==> config.mk <==
export PLATFORM = sky130hd
export DESIGN_NAME = barrett_precomp_bs
export DESIGN_NICKNAME = d
export VERILOG_FILES = /design/src/rtl/multiplier_pkg.sv /design/src/rtl/bitlen_enc.sv /design/src/rtl/barrett_precomp_bs.sv
export SDC_FILE = /design/constraint.sdc
export NUM_CORES = 1
export LEC_CHECK = 0
export ABC_AREA = 1
export CAP_MARGIN = 0
export CORE_ASPECT_RATIO = 0.6
export CORE_UTILIZATION = 50
export DETAILED_ROUTE_END_ITERATION = 10
export MAX_ROUTING_LAYER = met4
export PLACE_DENSITY = 0.75
export SKIP_CTS_REPAIR_TIMING = 1
export SLEW_MARGIN = 20
export SYNTH_ARGS = -nofsm -noshare
export SYNTH_HDL_FRONTEND = slang
export SYNTH_HIERARCHICAL = 1
export SYNTH_SLANG_ARGS = --single-unit
==> constraint.sdc <==
create_clock -name clk_i -period 5.8 [get_ports clk_i]
set_clock_uncertainty 0.2 [all_clocks]
set_input_delay 0.58 -clock clk_i [delete_from_list [all_inputs] [get_ports clk_i]]
set_output_delay 0.58 -clock clk_i [all_outputs]
set_load 0.01 [all_outputs]
==> src/rtl/multiplier_pkg.sv <==
// Shared constants and types for the Barrett multiplier/reducer family.
// DATA_LENGTH must be even; the precompute rejects moduli wider than DATA_LENGTH/2.
package multiplier_pkg;

    localparam int DATA_LENGTH = 64;
    localparam int CNT_W       = $clog2(DATA_LENGTH + 1);

    typedef enum logic [1:0] {
        IDLE,
        BITLEN,
        DIVIDE,
        DONE
    } precomp_state_t;

endpackage

==> src/rtl/bitlen_enc.sv <==
// Combinational bit-length encoder: index of the most significant set bit plus one, 0 for zero.
module bitlen_enc
    import multiplier_pkg::*;
(
    input  logic [DATA_LENGTH-1:0] data_i,
    output logic [DATA_LENGTH-1:0] bitlen_o
);

    always_comb begin
        bitlen_o = '0;
        for (int i = 0; i < DATA_LENGTH; i++) begin
            if (data_i[i]) bitlen_o = DATA_LENGTH'(i + 1);
        end
    end

endmodule

==> src/rtl/barrett_precomp_bs.sv <==
// Barrett constant precompute: k = bitlen(m), mu = floor(2^(2k)/m) by bit-serial
// restoring division, one quotient bit per cycle, presented with a one-cycle valid.
module barrett_precomp_bs
    import multiplier_pkg::*;
(
    input  logic                   clk_i,
    input  logic                   rst_ni,
    input  logic                   start_i,
    input  logic [DATA_LENGTH-1:0] m_i,
    output logic                   busy_o,
    output logic                   valid_o,
    output logic                   err_o,
    output logic [DATA_LENGTH-1:0] m_o,
    output logic [DATA_LENGTH-1:0] m_bl_o,
    output logic [DATA_LENGTH-1:0] mu_o
);

    localparam logic [DATA_LENGTH-1:0] K_MAX = DATA_LENGTH'(DATA_LENGTH / 2);

    precomp_state_t         state_q, state_d;
    logic [DATA_LENGTH-1:0] m_reg_q, m_reg_d;
    logic [DATA_LENGTH-1:0] k_q, k_d;
    logic                   err_q, err_d;
    logic [DATA_LENGTH:0]   rem_q, rem_d;
    logic [DATA_LENGTH-1:0] q_q, q_d;
    logic [CNT_W-1:0]       cnt_q, cnt_d;
    logic                   valid_q, valid_d;
    logic                   err_o_q, err_o_d;
    logic [DATA_LENGTH-1:0] m_o_q, m_o_d;
    logic [DATA_LENGTH-1:0] m_bl_q, m_bl_d;
    logic [DATA_LENGTH-1:0] mu_q, mu_d;

    logic [DATA_LENGTH-1:0] bl;
    logic [CNT_W-1:0]       two_k;
    logic [DATA_LENGTH:0]   t;
    logic                   ge;

    bitlen_enc u_bitlen (
        .data_i   (m_reg_q),
        .bitlen_o (bl)
    );

    // The single dividend 1-bit of 2^(2k) enters on the first DIVIDE cycle (cnt == 2k).
    assign two_k = {k_q[CNT_W-2:0], 1'b0};
    assign t     = (rem_q << 1) | {{DATA_LENGTH{1'b0}}, (cnt_q == two_k)};
    assign ge    = (t >= {1'b0, m_reg_q});

    always_comb begin
        state_d  = state_q;
        m_reg_d  = m_reg_q;
        k_d      = k_q;
        err_d    = err_q;
        rem_d    = rem_q;
        q_d      = q_q;
        cnt_d    = cnt_q;
        valid_d  = 1'b0;
        err_o_d  = err_o_q;
        m_o_d    = m_o_q;
        m_bl_d   = m_bl_q;
        mu_d     = mu_q;
        case (state_q)
            IDLE: begin
                if (start_i) begin
                    m_reg_d = m_i;
                    state_d = BITLEN;
                end
            end
            BITLEN: begin
                k_d     = bl;
                rem_d   = '0;
                q_d     = '0;
                state_d = DIVIDE;
                // Rejected moduli still spend one DIVIDE cycle so the result lands
                // after E0+2, the same timing as a k=0 division.
                if (m_reg_q == '0 || bl > K_MAX) begin
                    err_d = 1'b1;
                    cnt_d = '0;
                end else begin
                    err_d = 1'b0;
                    cnt_d = {bl[CNT_W-2:0], 1'b0};
                end
            end
            DIVIDE: begin
                rem_d = ge ? (t - {1'b0, m_reg_q}) : t;
                q_d   = {q_q[DATA_LENGTH-2:0], ge};
                if (cnt_q == '0) begin
                    state_d = DONE;
                    valid_d = 1'b1;
                    err_o_d = err_q;
                    m_o_d   = m_reg_q;
                    m_bl_d  = k_q;
                    mu_d    = err_q ? '0 : q_d;
                end else begin
                    cnt_d = cnt_q - CNT_W'(1);
                end
            end
            DONE:    state_d = IDLE;
            default: state_d = IDLE;
        endcase
    end

    always_ff @(posedge clk_i or negedge rst_ni) begin
        if (!rst_ni) begin
            state_q <= IDLE;
            m_reg_q <= '0;
            k_q     <= '0;
            err_q   <= 1'b0;
            rem_q   <= '0;
            q_q     <= '0;
            cnt_q   <= '0;
            valid_q <= 1'b0;
            err_o_q <= 1'b0;
            m_o_q   <= '0;
            m_bl_q  <= '0;
            mu_q    <= '0;
        end else begin
            state_q <= state_d;
            m_reg_q <= m_reg_d;
            k_q     <= k_d;
            err_q   <= err_d;
            rem_q   <= rem_d;
            q_q     <= q_d;
            cnt_q   <= cnt_d;
            valid_q <= valid_d;
            err_o_q <= err_o_d;
            m_o_q   <= m_o_d;
            m_bl_q  <= m_bl_d;
            mu_q    <= mu_d;
        end
    end

    assign busy_o  = (state_q != IDLE);
    assign valid_o = valid_q;
    assign err_o   = err_o_q;
    assign m_o     = m_o_q;
    assign m_bl_o  = m_bl_q;
    assign mu_o    = mu_q;

endmodule

# Word level (Yosys, flattened, before mapping)
# Cells that the tools add are included.
[classes]
addsub = 2
n_lt_le_gt_ge = 2
eq_ne = 7
n_mux = 77
bitwise_logic = 1
n_reduce_logical = 10
[op_table]
columns = ["op", "count"]
rows = [
  ["6-bit two-way mux", 32],
  ["64-bit two-way mux", 2],
  ["64-bit one-hot mux with 2 select lines", 1],
  ["63-bit one-hot mux with 2 select lines", 1],
  ["5-bit two-way mux", 16],
  ["65-bit by 64-bit greater-or-equal comparator with 1-bit output", 1],
  ["65-bit by 1-bit bitwise OR with 65-bit output", 1],
  ["64-bit by 6-bit greater-than comparator with 1-bit output (second input constant)", 1],
  ["64-bit logical NOT", 1],
  ["64-bit subtractor", 1],
  ["4-bit two-way mux", 8],
  ["7-bit two-way mux", 3],
  ["7-bit one-hot mux with 2 select lines", 1],
  ["3-bit two-way mux", 4],
  ["2-bit two-way mux", 4],
  ["2-bit one-hot mux with 4 select lines", 1],
  ["2-bit AND reduction", 4],
  ["7-bit == test", 1],
  ["7-bit logical NOT", 1],
  ["7-bit by 1-bit subtractor with 7-bit output (second input constant)", 1],
  ["2-bit != test (second input constant)", 3],
  ["2-bit == test (second input constant)", 2],
  ["1-bit two-way mux", 4],
  ["2-bit nonzero test", 2],
  ["3 further kinds", 3],
]
[totals]
reg_bits = 459
in_bits = 67
output_inout_bits = 195
word_cells = 111

# Depth between registers and ports, before layout
[logic_depth]
ltp_word = 68
ltp_mapped = 69
mapped_depth_nobuf = 69

# Modules after synthesis
# The synthesis kept the hierarchy.
[by_module_without_submodules]
columns = ["mod", "instances", "cells_per_inst", "area_each_um2", "seq_area_each_um2"]
rows = [
  ["barrett_precomp_bs", 1, 3237, 24230.7, 11486.0],
  ["bitlen_enc", 1, 275, 1362.6, 0.0],
]

# Least setup slack after synthesis
# Ideal clock, no wire load.
[synth_timing]
kind = "flip-flop to flip-flop"
startpoint = "register m_reg_q[1]"
endpoint = "register err_q"
setup_time_ps = 134
arrival_time_ps = 4083
required_time_ps = 5466
slack_ps = 1383
path_stages_with_launch = 70
path_buffers = 0
period_less_slack_ps = 4417
cell_sequence = "dfrtp_1 > inv_1 > nand2_1 > nand2_1 > nand2_1 > nand2_1 > nand2_1 > nand2_1 > nand2_1 > nand2_1 > nand2_1 > nand2_1 > nand2_1 > nand2_1 > nand2_1 > nand2_1 > nand2_1 > nand2_1 > [... 34 more ...] > nand2_1 > nand2_1 > nand2_1 > nand2_1 > nand2_1 > nand2_1 > nand2_1 > nand2_1 > nand2_1 > nand2_1 > nand2_1 > a21oi_2 > nor4_1 > nand3_1 > a211oi_1 > nand2_1 > nand2_1 > o21ai_0"
[synth_via]
elab_chain_len = 66
elab_cells_between_ends = 67
cone_classes = "order compare: 1; mux: 64; reduce/logical: 2"
[synth_lines]
columns = ["item", "line", "rtl"]
rows = [
  ["start: declaration", "barrett_precomp_bs.sv:21", "logic [DATA_LENGTH-1:0] m_reg_q, m_reg_d;"],
  ["start signal: assignment", "barrett_precomp_bs.sv:118", "m_reg_q <= m_reg_d;"],
  ["2-bit two-way mux (2 in a row)", "bitlen_enc.sv:12", "if (data_i[i]) bitlen_o = DATA_LENGTH'(i + 1);"],
  ["3-bit two-way mux (4 in a row)", "bitlen_enc.sv:12", ""],
  ["4-bit two-way mux (8 in a row)", "bitlen_enc.sv:12", ""],
  ["5-bit two-way mux (16 in a row)", "bitlen_enc.sv:12", ""],
  ["6-bit two-way mux (32 in a row)", "bitlen_enc.sv:12", ""],
  ["7-bit two-way mux", "bitlen_enc.sv:12", ""],
  ["via bl[0]", "barrett_precomp_bs.sv:33", "logic [DATA_LENGTH-1:0] bl;"],
  ["64-bit by 6-bit greater-than comparator with 1-bit output", "barrett_precomp_bs.sv:75", "if (m_reg_q == '0 || bl > K_MAX) begin"],
  ["1-bit logical OR", "barrett_precomp_bs.sv:75", ""],
  ["1-bit two-way mux", "barrett_precomp_bs.sv:75", ""],
  ["end signal: assignment", "barrett_precomp_bs.sv:120", "err_q <= err_d;"],
  ["end: declaration", "barrett_precomp_bs.sv:23", "logic err_q, err_d;"],
]
# The timed path passes the listed nets, and every way through them passes these cells.
# A chain may end at the register's enable or synchronous reset.

# Worst setup path after layout
[layout_timing]
startpoint = "register m_reg_q[1]"
endpoint = "register cnt_q[1]"
[layout_via]
elab_chain_len = 67
elab_cells_between_ends = 68
cone_classes = "order compare: 1; mux: 65; reduce/logical: 2"
[layout_lines]
columns = ["item", "line", "rtl"]
rows = [
  ["2-bit two-way mux (*) (2 in a row)", "bitlen_enc.sv:12", ""],
  ["3-bit two-way mux (*) (4 in a row)", "bitlen_enc.sv:12", ""],
  ["4-bit two-way mux (*) (8 in a row)", "bitlen_enc.sv:12", ""],
  ["5-bit two-way mux (*) (16 in a row)", "bitlen_enc.sv:12", ""],
  ["6-bit two-way mux (*) (32 in a row)", "bitlen_enc.sv:12", ""],
  ["7-bit two-way mux (*)", "bitlen_enc.sv:12", ""],
  ["via bl[0]", "barrett_precomp_bs.sv:33", ""],
  ["64-bit by 6-bit greater-than comparator with 1-bit output", "barrett_precomp_bs.sv:75", ""],
  ["1-bit logical OR", "barrett_precomp_bs.sv:75", ""],
  ["7-bit two-way mux (*)", "barrett_precomp_bs.sv:75", ""],
  ["7-bit one-hot mux with 2 select lines (*)", "barrett_precomp_bs.sv:61", "case (state_q)"],
  ["end signal: assignment", "barrett_precomp_bs.sv:123", "cnt_q <= cnt_d;"],
  ["end: declaration", "barrett_precomp_bs.sv:26", "logic [CNT_W-1:0] cnt_q, cnt_d;"],
]
# The timed path passes the listed nets; every way through them passes the cells marked *.

==> metrics.log <==
[metrics] share of final-layout standard cells stronger than drive strength 1: 0.04422
[metrics] cell type with the highest occurrence count on the critical path: nand2_1
[metrics] Crit-path slowest cell: dfrtp_1
[metrics] mapped cell area: ~26000 sq um
[metrics] wire length of the first global-routing pass: 122400 um
[metrics] TNS Setup: 0 ns
[metrics] die area: 52130 sq um
[metrics] pin count of the biggest net entering global routing: 163
[metrics] transition time at the pin with the least slew margin: 0.9416 ns
[metrics] CP Data Required Time: approximately 6.1 ns
[metrics] CTS HTree Levels: 2
[metrics] synthesized instance count: 3512
[metrics] area of combinational cells with multiple inputs: 10980 sq um
[metrics] peak ir drop on the vdd network: roughly 0.37 mV
[metrics] TritonCTS Buffers: between 40 and 50
[metrics] power consumption: 12.77 mW
[metrics] clock insertion delay at the later pin of the skew report: 0.61 ns
[metrics] number of storage elements in the synthesis netlist: 459
[metrics] non-filler instance count after layout: between 4000 and 5000
[metrics] register clock-pin slew on the reported worst setup and hold paths: 0.07 ns
[metrics] worst min-delay path category: reg -> reg
[metrics] root buffer cell: clkbuf_16
[metrics] final max-slew violation count: 0
[metrics] Cell Count Post-Placement: 4357
[metrics] Relative slew margins: 0.3722
[metrics] post-route cell area: 30040 sq um
[metrics] result of the run: finished, final reports clean
[metrics] NumNets Final: 3860
[metrics] f_max: ~0.2 GHz
[metrics] routed via count divided by cell count: 5.204
[metrics] minimum period implied by the final worst setup slack: 5.038 ns
[metrics] HPWL reported at the end of detailed placement: about 60000 um
[metrics] Routed WL per cell: approximately 18 um
[metrics] power per cell area: 425.2 nW/um^2
[metrics] prevailing post-synth register cell: dfrtp_1
[metrics] last weighted congestion value of the routability-driven placer: between 1 and 1.5
[metrics] top library cells by usage in the layout, fill and taps aside: nand2_1, inv_1, dfrtp_1
[metrics] sort of element at the start of the critical path: flop
[metrics] clock tree from TritonCTS: built
[metrics] Iteration-0 DRC Markers: 2533
[metrics] EDFF count, synth: 0
[metrics] # rows: 63
[metrics] post-synthesis async set-or-reset flop share: 1.000
[metrics] critical path's largest stage delay: 0.42 ns
[metrics] number of synthesis warnings: 6
[metrics] deepest clock path buffer count: 3
[metrics] Max Cap Viol: 0
[metrics] filler cell count in the final layout: 4633
[metrics] static power due to leakage: 15.54 nW
[metrics] total global routing overflow: 0
[metrics] Pre-Repair DR Iteration Count: 5
[metrics] height of the die: 177.3 um
[metrics] final count of negative-setup-slack endpoints: 0
[metrics] kind of capture point of the worst setup path: flop
[metrics] Initial Utilization: 0.5121
[metrics] initial antenna violation count: 4
[metrics] Routed Wire Length: about 80000 um
[metrics] Area after DPL: 28490 sq um
[metrics] utilization after layout: 0.6010
[metrics] via count of the first global-routing pass: 21020
[metrics] Crit Path Max Fanout: 6
[metrics] Area Overhead vs Synth: 17.37%
[metrics] sequential share of the synthesized area: 0.4488
[metrics] Crit Path Category: reg -> reg
[metrics] sinks on the clock net: 459
[metrics] final hold violation count: 0
[metrics] critical path arrival: 5.32 ns
[metrics] width of the die: 294.1 um
[metrics] final cycle utilization of the critical path: 0.8686
[metrics] mean area per synthesized cell: 7.287 sq um
[metrics] quantity of I/O buffers inserted on ports: 261
[metrics] Top Ports: 262
[metrics] ANT nets after route: 0
[metrics] number of remaining DRC errors: 0
[metrics] most common cell after layout, fill and taps aside: nand2_1
[metrics] count of cell types in the netlist: 42
[metrics] area taken by flip-flops and latches: 11490 sq um
[metrics] GR Util All Layers: 0.3167
[metrics] core box area: 49980 sq um
[metrics] vias: 23110
[power breakdown]
group	leakage [nW]	switching [mW]	internal (mW)
clock	0.733	1.32	1.72
combinational	9.06	3.26	1.85
sequential	5.75	0.527	4.09
[final cells by class]
class,instances,share of cell area
Sequential cell,459,0.3824
Multi-Input combinational cell,2317,0.3656
Timing Repair Buffer,283,0.09410
Inverter,618,0.07931
Clock buffer,59,0.04082
Tap cell,682,0.02841
Clock inverter,18,0.008956
Antenna cell,5,0.0004165
[state kept, by name (all words and copies together), names as in the netlist, 2 cells and up]
| register | count |
|---|---|
| m_reg_q | 64 |
| m_o | 64 |
| mu_o | 64 |
| q_q | 63 |
| cnt_q | 7 |
| state_q | 2 |
| m_bl_o | 64 |
| k_q | 64 |
| rem_q | 64 |
[logic make-up after synthesis]
logic type | Yosys count | synth area share
other | 1 | 0.0001465
AOI/OAI and AO/OA | 529 | 0.1086
DFF | 459 | 0.4488
xor gates and xnor gates | 31 | 0.01061
and+or+nand+nor | 1629 | 0.2647
buffers and inverters | 792 | 0.1321
adders and majority gates | 71 | 0.03500
[critical path, delay by kind of cell (launching register included)]
kind            cells  cell delay [ns]
compound gates      3             0.66
flops               1             0.42
simple gates       64             3.63
buf+inv             1             0.06
[synth_stat cells (7+ instances only)]
cell	instances	area share
nand2_1	1097	0.16
inv_1	587	0.086
dfrtp_1	459	0.45
o21ai_0	285	0.056
nor2_1	239	0.035
nand3_1	150	0.029
a21oi_1	132	0.026
clkbuf_1	85	0.012
ha_1	70	0.034
o22ai_1	64	0.016
buf_4	60	0.018
nand3b_1	39	0.011
nand4_1	38	0.0093
o21ai_1	29	0.0057
xnor2_1	28	0.0096
inv_2	24	0.0035
nor4_1	16	0.0039
buf_6	14	0.0062
nor2_2	12	0.0029
o21bai_1	10	0.0029
buf_2	9	0.0018
nor2_4	8	0.0035
nor3_1	8	0.0016
nand2_2	7	0.0017
[through the flow]
stage | setup slack (ns) | hold slack [ns]
final | 0.7620 | 0.2813
after global routing | -0.007344 | 0.3033
after CTS | 0.5857 | -0.2565
after detailed placement | 0.6805 | 0.2717
after global placement | 0.7392 | 0.2634
after floorplan | 1.383 | 0.08441
[layer usage]
metal  vias to the layer above  GRT usage  wire, um
met4                         0    0.06207      1353
met1                     10900     0.4873     38710
met5                         -          -         0
li1                      11230          -         -
met3                        99    0.09254      8748
met2                       881     0.4030     30780
[worst paths after layout]
kind                                        start                endpoint  slack [ns]  cells past startpoint
setup / recovery           m_reg_q[1]$_DFFE_PN0P_    cnt_q[1]$_DFFE_PN0P_        0.76                     68
hold / removal             m_bl_o[12]$_DFFE_PN0P_  m_bl_o[12]$_DFFE_PN0P_        0.28                      2
setup reg to reg           m_reg_q[1]$_DFFE_PN0P_    cnt_q[1]$_DFFE_PN0P_        0.76                     68
hold reg to reg            m_bl_o[12]$_DFFE_PN0P_  m_bl_o[12]$_DFFE_PN0P_        0.28                      2
max in group asynchronous                  rst_ni    rem_q[3]$_DFFE_PN0P_        3.73                      3
min in group asynchronous                  rst_ni  m_bl_o[46]$_DFFE_PN0P_        0.32                      2
(Power assumes the default switching activity.)
